--- config.mk ---
export PLATFORM = sky130hd
export DESIGN_NAME = udp_pkt_filter
export DESIGN_NICKNAME = d
export VERILOG_FILES = /design/src/rtl/udp_pkt_filter.sv
export SDC_FILE = /design/constraint.sdc
export NUM_CORES = 1
export LEC_CHECK = 0
export ABC_AREA = 1
export ABC_CLOCK_PERIOD_IN_PS = 3050
export BUFFER_PORTS_ARGS = -buffer_cell sky130_fd_sc_hd__buf_4
export CORE_MARGIN = 2
export CORE_UTILIZATION = 54
export DETAILED_ROUTE_END_ITERATION = 7
export GPL_TIMING_DRIVEN = 0
export PLACE_DENSITY = 0.8
export SLEW_MARGIN = 20
export SYNTH_ARGS = -nofsm -noshare
export SYNTH_HDL_FRONTEND = slang
export SYNTH_SLANG_ARGS = --single-unit
--- constraint.sdc ---
create_clock -name clk -period 3.05 [get_ports clk]
set_input_delay 0.1525 -clock clk [delete_from_list [all_inputs] [get_ports clk]]
set_output_delay 0.1525 -clock clk [all_outputs]
set_load 0.02 [all_outputs]
--- src/rtl/udp_pkt_filter.sv ---
// Byte-stream Ethernet/IPv4/UDP header filter: forwards only the UDP payload of matching frames.
// Optional per-frame accept/drop counters when UDP_FILTER_STATS_EN is defined.
module udp_pkt_filter #(
  parameter int          CNT_W    = 6,
  parameter logic [15:0] ETH_TYPE = 16'h0800,
  parameter logic [7:0]  IP_PROTO = 8'h11
) (
  input  logic        clk,
  input  logic        reset,
  input  logic [15:0] udp_port_to_match,
  input  logic        in_valid,
  input  logic [7:0]  in_data,
  output logic        out_valid,
  output logic [7:0]  out_data
`ifdef UDP_FILTER_STATS_EN
  ,
  output logic [15:0] pkt_accept_cnt,
  output logic [15:0] pkt_drop_cnt
`endif
);

  typedef enum logic [1:0] {IDLE, HEADER, PAYLOAD, DROP} state_t;

  localparam logic [CNT_W-1:0] CNT_MAX  = '1;
  localparam logic [CNT_W-1:0] LAST_HDR = CNT_W'(41);

  state_t           state, state_nxt;
  logic [CNT_W-1:0] cnt;
  logic             hdr_fail;
  logic             hdr_pass;
  logic             frame_drop;

  // cnt is the offset of the byte currently on in_data; zero while idle.
  always_comb begin
    hdr_fail = 1'b0;
    case (cnt)
      CNT_W'(12): hdr_fail = (in_data != ETH_TYPE[15:8]);
      CNT_W'(13): hdr_fail = (in_data != ETH_TYPE[7:0]);
      CNT_W'(14): hdr_fail = (in_data != 8'h45);
      CNT_W'(20): hdr_fail = (in_data[5:0] != 6'd0);   // MF and frag offset high bits; DF ignored
      CNT_W'(21): hdr_fail = (in_data != 8'h00);
      CNT_W'(23): hdr_fail = (in_data != IP_PROTO);
      CNT_W'(36): hdr_fail = (in_data != udp_port_to_match[15:8]);
      CNT_W'(37): hdr_fail = (in_data != udp_port_to_match[7:0]);
      default:    hdr_fail = 1'b0;
    endcase
  end

  assign hdr_pass   = (state == HEADER) && in_valid && !hdr_fail && (cnt == LAST_HDR);
  assign frame_drop = !in_valid && ((state == HEADER) || (state == DROP));

  always_comb begin
    state_nxt = state;
    case (state)
      IDLE:    if (in_valid) state_nxt = HEADER;
      HEADER: begin
        if (!in_valid)     state_nxt = IDLE;
        else if (hdr_fail) state_nxt = DROP;
        else if (hdr_pass) state_nxt = PAYLOAD;
      end
      PAYLOAD: if (!in_valid) state_nxt = IDLE;
      DROP:    if (!in_valid) state_nxt = IDLE;
      default: state_nxt = IDLE;
    endcase
  end

  always_ff @(posedge clk) begin
    if (reset) begin
      state     <= IDLE;
      cnt       <= '0;
      out_valid <= 1'b0;
      out_data  <= 8'h00;
    end else begin
      state <= state_nxt;
      if (!in_valid)           cnt <= '0;
      else if (cnt != CNT_MAX) cnt <= cnt + 1'b1;
      out_valid <= (state == PAYLOAD) && in_valid;
      if ((state == PAYLOAD) && in_valid) out_data <= in_data;
    end
  end

`ifdef UDP_FILTER_STATS_EN
  always_ff @(posedge clk) begin
    if (reset) begin
      pkt_accept_cnt <= '0;
      pkt_drop_cnt   <= '0;
    end else begin
      if (hdr_pass)   pkt_accept_cnt <= pkt_accept_cnt + 16'd1;
      if (frame_drop) pkt_drop_cnt   <= pkt_drop_cnt + 16'd1;
    end
  end
`else
  logic unused_stats;
  assign unused_stats = frame_drop;
`endif

endmodule

==> results of run 1 <==
-- worst register-to-register path, cell delays in order, from the launching register on --
cell and delay [ns]:
dfxtp_1 0.36, inv_1 0.11, ha_1 0.23, nand3_2 0.14
nor2_4 0.19, nand2_1 0.09, nand2_1 0.07, nand2_1 0.04
nand2_1 0.06, nand3_1 0.06, nor2_1 0.12, nand2_1 0.09
nand2_2 0.08, nand3_2 0.08, nand2_1 0.09, nand2_1 0.06
nand2_1 0.06, nor2_1 0.05
-- metal layers --
metal | part of all wire | vias up
met1 | 0.46 | 582
met3 | 0.057 | 4
met5 | 0 | -
met2 | 0.47 | 41
met4 | 0.0087 | 0
li1 | - | 690
-- final timing paths --
check           start   endpoint  slack (ns)  cells past startpoint
max            cnt[0]   state[0]        0.96                     17
min             reset   state[1]        0.03                      2
max reg2reg    cnt[0]   state[0]        0.96                     17
min reg2reg  state[0]  out_valid        0.48                      1
-- synthesized netlist by cell type --
master / n / area share
a21oi_1: 13 / 0.056
a22oi_2: 1 / 0.011
a31oi_1: 1 / 0.0054
clkbuf_1: 1 / 0.0032
dfxtp_1: 17 / 0.29
ha_1: 4 / 0.043
inv_1: 28 / 0.090
inv_2: 2 / 0.0065
nand2_1: 53 / 0.17
nand2_2: 2 / 0.011
nand3_1: 16 / 0.069
nand3_2: 3 / 0.026
nand4_1: 4 / 0.022
nor2_1: 15 / 0.048
nor2_2: 1 / 0.0054
nor2_4: 2 / 0.019
nor3_1: 6 / 0.026
nor4_1: 1 / 0.0054
o211ai_1: 2 / 0.013
o21a_1: 2 / 0.013
o21ai_0: 12 / 0.052
o21bai_1: 1 / 0.0065
or2_2: 1 / 0.0054
-- registers in the layout (all words and copies together), names as in the netlist --
name,count
state,2
cnt,6
out_valid,1
out_data,8
-- power by group through the flow --
| stage | Clock (mW) | Combinational [mW] | Sequential, mW |
|---|---|---|---|
| 2_1_floorplan | 0 | 0.0468 | 0.250 |
| 3_3_place_gp | 0 | 0.0964 | 0.244 |
| 3_5_place_dp | 0 | 0.101 | 0.245 |
| 4_1_cts | 0.125 | 0.101 | 0.240 |
| 5_1_grt | 0.137 | 0.113 | 0.242 |
| 6_report | 0.124 | 0.101 | 0.240 |
-- layout make-up --
class | count | area, µm² | area share
Multi-Input combinational cell | 140 | 706 | 0.475
Tap cell | 27 | 33.8 | 0.0227
Sequential cell | 17 | 340 | 0.229
Timing Repair Buffer | 35 | 263 | 0.177
Inverter | 30 | 113 | 0.0758
Clock buffer | 4 | 26.3 | 0.0177
Buffer | 1 | 3.75 | 0.00253
-- cells by family (layout without fill, tap and decap cells) --
family	after synthesis	in the layout	share of synthesized area
fa+ha+maj	4	4	0.0431
simple gates	104	104	0.408
compound gates	32	32	0.156
buf+inv	31	70	0.100
flops	17	17	0.293
==> summary.txt, run 1 <==
Global route
  • M1 GR Usage: 0.313
  • Global-route wire length before repair: 4860 µm
  • Congestion Overflow GR: 0
  • GR peak layer: met2
  • Total GRT Usage: 0.246
  • Initial antenna violation count: 0
  • Vias in the first global route: 1196
  • Largest net degree at the start of global routing: 11
  • Met2 usage: 0.430
  • GRT met3 Usage: 0.0417

Synth
  • Seq cells post-synth: 17
  • Seq/Total Area, Yosys: 0.293
  • Cell count after synthesis: 188
  • Yosys Warn Count: 0
  • Synth Area per Inst: 6.18 µm²
  • Syn Std Cell Area: 1160 µm²
  • Net count after synthesis: 219
  • Synth unique cells: 23

Outcome
  • Run status: complete, no violations

Place
  • RD Place Congestion: 0.927
  • DP Cell Count: 250
  • # port buffers: 35
  • Post-DP HPWL: 2360 µm
  • Post-DP Area: 1460 µm²
  • Pre-CTS worst setup slack: 0.981 ns

Worst setup path
  • CP bufs+invs: 1
  • CP max FO: 7
  • Worst EP arrival: 2.28 ns
  • Max incr delay on CP: 0.36 ns
  • Critical Path RT: 3.25 ns
  • CP max-delay cell: dfxtp_1
  • Worst Setup Path Type: reg2reg
  • Crit-path leading delay family: simple AND/OR/NAND/NOR gates
  • CP Launch Type: flop
  • Most frequent CP cell: nand2_1
  • Cell Chain, Critical Path: inv_1 -> ha_1 -> nand3_2 -> nor2_4 -> nand2_1 -> nand2_1 -> nand2_1 -> nand2_1 -> nand3_1 -> nor2_1 -> nand2_1 -> nand2_2 -> nand3_2 -> nand2_1 -> nand2_1 -> nand2_1 -> nor2_1
  • Crit end category: flop

Floorplanning
  • I/O Pins: 36
  • Core Region: 2000 µm²
  • Die W: 50.4 µm
  • Die area: 2540 µm²
  • Placement row count: 16
  • Die H: 50.4 µm
  • Starting Density: 0.581

Power
  • Sequential group share of total power: 0.516
  • Int Pwr: 0.333 mW
  • Max IR drop VDD: 0.000296 V
  • Power share of the clock group: 0.266
  • Tot Pwr: 0.465 mW
  • Pleak: 0.718 nW
  • Pwr dens: 313 nW/µm²
  • Sw frac: 0.283
  • Switching power: 0.132 mW
  • Gate power share: 0.217

CTS
  • CTS Sinks: 17
  • Hold_buf cts: 0
  • Worst skew pair latency: 0.29 ns
  • # resized after CTS: 0
  • CTS Buf Count: 3
  • Clk root buf: clkbuf_4
  • CTS tree: done
  • H-tree levels: 1
  • Postcts setup bufs: 0
  • CTS max path bufs: 2
  • Clock slew at reported path FFs: 0.10 ns

Timing
  • Layout Skew: 0.00223 ns
  • Slew @ Worst Pin: 0.358 ns
  • Hold WS: 0.0304 ns
  • Maximum clock rate: 479 MHz
  • Slew HR: 0.762
  • Final WS setup: 0.964 ns
  • Tmin final: 2.09 ns
  • Setup TNS: 0 ns
  • Setup violators final: 0
  • Final Hold Fails: 0
  • Max Transition Viols Final: 0
  • RSZ-0062 raised after global routing: no
  • Tcrit/Tclk final: 0.684

Layout
  • Diode count: 0
  • Post-Layout Cell Count: 254
  • Leading cell types in the layout, fill and taps excluded: 53 x nand2_1, 35 x buf_4, 28 x inv_1
  • Most common cell after layout, fill and taps aside: nand2_1
  • Synthesis-to-layout area growth: 27.8%
  • Fillers: 176
  • Finished Cell Area: 1490 µm²
  • Layout cells sized above 1: 0.220
  • Final Core Density: 0.742
  • Final Net Count: 259

Drt
  • DR iter-0 viols: 49
  • DRC viols: 0
  • DRT Pass-1 Iters: 4
  • WL final: 2890 µm
  • Vias: 1317
  • Post-DR wirelength/cell: 11.4 µm
  • DRT antenna net count: 0
  • Vias per inst: 5.19

Flow run
  • # Max-Cap Violations: 0

Worst hold path
  • Worst hold path class: in2reg
(Power assumes the default switching activity.)
==> run 2: changes to the inputs <==
--- a/config.mk
+++ b/config.mk
@@ -6,13 +6,13 @@
 export NUM_CORES = 1
 export LEC_CHECK = 0
 export ABC_AREA = 1
-export ABC_CLOCK_PERIOD_IN_PS = 3050
+export ABC_CLOCK_PERIOD_IN_PS = 2000
 export BUFFER_PORTS_ARGS = -buffer_cell sky130_fd_sc_hd__buf_4
 export CORE_MARGIN = 2
-export CORE_UTILIZATION = 54
+export CORE_UTILIZATION = 50
 export DETAILED_ROUTE_END_ITERATION = 7
 export GPL_TIMING_DRIVEN = 0
-export PLACE_DENSITY = 0.8
+export PLACE_DENSITY = 0.74
 export SLEW_MARGIN = 20
 export SYNTH_ARGS = -nofsm -noshare
 export SYNTH_HDL_FRONTEND = slang
==> constraint.sdc (replaced) <==
create_clock -name clk -period 2 [get_ports clk]
set_input_delay 0.1 -clock clk [delete_from_list [all_inputs] [get_ports clk]]
set_output_delay 0.1 -clock clk [all_outputs]
set_load 0.02 [all_outputs]
==> run 2 against run 1 <==
Net effect:
- clock skew is 0.0074 ns higher
- worst setup slack worse by 0.89 ns
- register-to-register slack worse by 0.89 ns
- cell area is 6.3% higher
- worst hold slack better by 0.062 ns
- largest cell class unchanged
- flip-flop and latch count stayed put
- first-iteration DRC count is 41% lower
- power is 54% higher
- cell count is 1.2% higher
==> summary.txt, run 2 (same netlist as run 1, synthesis figures left out) <==
CTS
  • Clock slew at reported path FFs: 0.10 ns
  • Clk root buf: clkbuf_4
  • CTS tree: done
  • CTS Buf Count: 3
  • Worst skew pair latency: 0.29 ns
  • CTS Sinks: 17
  • CTS max path bufs: 2
  • H-tree levels: 1

Global route
  • Global-route wire length before repair: 4610 µm
  • Largest net degree at the start of global routing: 11
  • Total GRT Usage: 0.224
  • Vias in the first global route: 1096
  • Initial antenna violation count: 0
  • Congestion Overflow GR: 0

Timing
  • RSZ-0062 raised after global routing: yes
  • Tmin final: 1.92 ns
  • Max Transition Viols Final: 0
  • Slew @ Worst Pin: 0.365 ns
  • Final Hold Fails: 0
  • Layout Skew: 0.00966 ns
  • Maximum clock rate: 520 MHz
  • Setup violators final: 0
  • Slew HR: 0.756
  • Tcrit/Tclk final: 0.961

Outcome
  • Run status: complete, no violations

Layout
  • Fillers: 207
  • Finished Cell Area: 1580 µm²
  • Most common cell after layout, fill and taps aside: nand2_1
  • Leading cell types in the layout, fill and taps excluded: 50 x nand2_1, 36 x buf_4, 26 x inv_1
  • Layout cells sized above 1: 0.271
  • Largest regs: out_data x8, cnt x6, state x2
  • Max reg flops: 8
  • Final Net Count: 261
  • Largest reg by FF count: out_data
  • Synthesis-to-layout area growth: 35.8%
  • Diode count: 0

Power
  • Sw frac: 0.282
  • Sequential group share of total power: 0.513
  • Gate power share: 0.230
  • Int Pwr: 0.513 mW
  • Power share of the clock group: 0.256
  • Pleak: 0.736 nW
  • Tot Pwr: 0.715 mW
  • Switching power: 0.202 mW
  • Pwr dens: 453 nW/µm²
  • Max IR drop VDD: 0.000399 V

Worst setup path
  • Crit path to: state[0]
  • Reg2reg path depth: 17
  • Worst Setup Path Type: reg2reg
  • Reg-to-Reg Start: cnt[0]
  • CP startpoint: cnt[0]
  • CP max FO: 7
  • Max incr delay on CP: 0.39 ns
  • CP max-delay cell: dfxtp_4
  • Most frequent CP cell: nand2_1
  • Cell Chain, Critical Path: inv_4 -> ha_4 -> nand3_4 -> nor2_4 -> nand2_1 -> nand2_1 -> nand2_1 -> nand2_1 -> nand3_1 -> nor2_1 -> nand2_1 -> nand2_2 -> nand3_2 -> nand2_2 -> nand2_1 -> nand2_1 -> nor2_1
  • Worst EP arrival: 2.12 ns
  • CP Launch Type: flop
  • R2R setup slack: 0.08 ns
  • Critical Path RT: 2.20 ns
  • RR Endpoint: state[0]
  • Crit end category: flop

Floorplanning
  • Die W: 52.2 µm
  • Die H: 52.2 µm
  • I/O Pins: 36
  • Die area: 2730 µm²
  • Core Region: 2210 µm²
  • Placement row count: 17
  • Starting Density: 0.525

Drt
  • DRT antenna net count: 0
  • Post-DR wirelength/cell: 11.8 µm
  • DR iter-0 viols: 29
  • DRT Pass-1 Iters: 6
  • Vias per inst: 5.21
  • WL final: 3020 µm
  • DRC viols: 0
  • Vias: 1340

Place
  • Post-DP HPWL: 2350 µm
  • Post-DP Area: 1460 µm²
  • # port buffers: 35
  • RD Place Congestion: 0.927

Worst hold path
  • Worst hold path class: in2reg

Flow run
  • # Max-Cap Violations: 0
## run 2: repair_timing
action	CTS	global route
resized for setup	7	14
endpoints found under the setup margin	1	2
pin swaps	2	3
endpoints found under the hold margin	2	0
setup buffers	0	1
hold buffers	1	0
## run 2: area by class of cell
type / instances / area, µm² / share of cell area
multi-input cells: 140 / 768 / 0.487
repair buffers: 37 / 280 / 0.177
plain buffers: 1 / 3.75 / 0.00238
clock buffers: 4 / 26.3 / 0.0166
inverters: 30 / 118 / 0.0745
flip-flops and latches: 17 / 348 / 0.220
well taps: 28 / 35.0 / 0.0222
## run 2: worst min path at each step
stage | slack, ns | cells after the start | endpoint | start
6_report | 0.09 | 3 | out_data[1] | in_data[1]
5_1_grt | 0.10 | 3 | out_data[1] | in_data[1]
4_1_cts | 0.09 | 3 | out_data[1] | in_data[1]
3_5_place_dp | 0.29 | 2 | state[1] | reset
3_3_place_gp | 0.29 | 2 | state[1] | reset
2_1_floorplan | 0.17 | 1 | state[1] | reset
## run 2: per-layer routing
layer  part of all wire  GRT usage
met1               0.46      0.289
met2               0.48      0.382
met3              0.051     0.0429
met4             0.0083     0.0598
met5                  0          0
## run 2: critical path, delay by kind of cell, from the launching register on
kind	cells	cell delay, ns
buf+inv	1	0.08
simple gates	15	1.22
flops	1	0.39
fa+ha+maj	1	0.16
## run 2: through the flow
step	utilization	hold WS [ns]	setup slack, ns	cells	setup TNS (ns)
5_1_grt	0.714	0.104	-0.0545	257	-0.0545
4_1_cts	0.688	0.0879	0.00547	256	0
3_3_place_gp	0.660	0.288	0.0377	251	0
3_5_place_dp	0.660	0.288	-0.0394	251	-0.0394
2_1_floorplan	-	0.169	0.263	188	0
6_report	0.714	0.0928	0.0775	257	0
## run 2: power groups by stage
stage	clock, mW	combinational, mW	sequential (mW)
after global placement	0	0.148	0.373
after CTS	0.189	0.161	0.368
after floorplan	0	0.0714	0.382
final	0.183	0.165	0.367
after detailed placement	0	0.152	0.374
after global routing	0.198	0.181	0.369
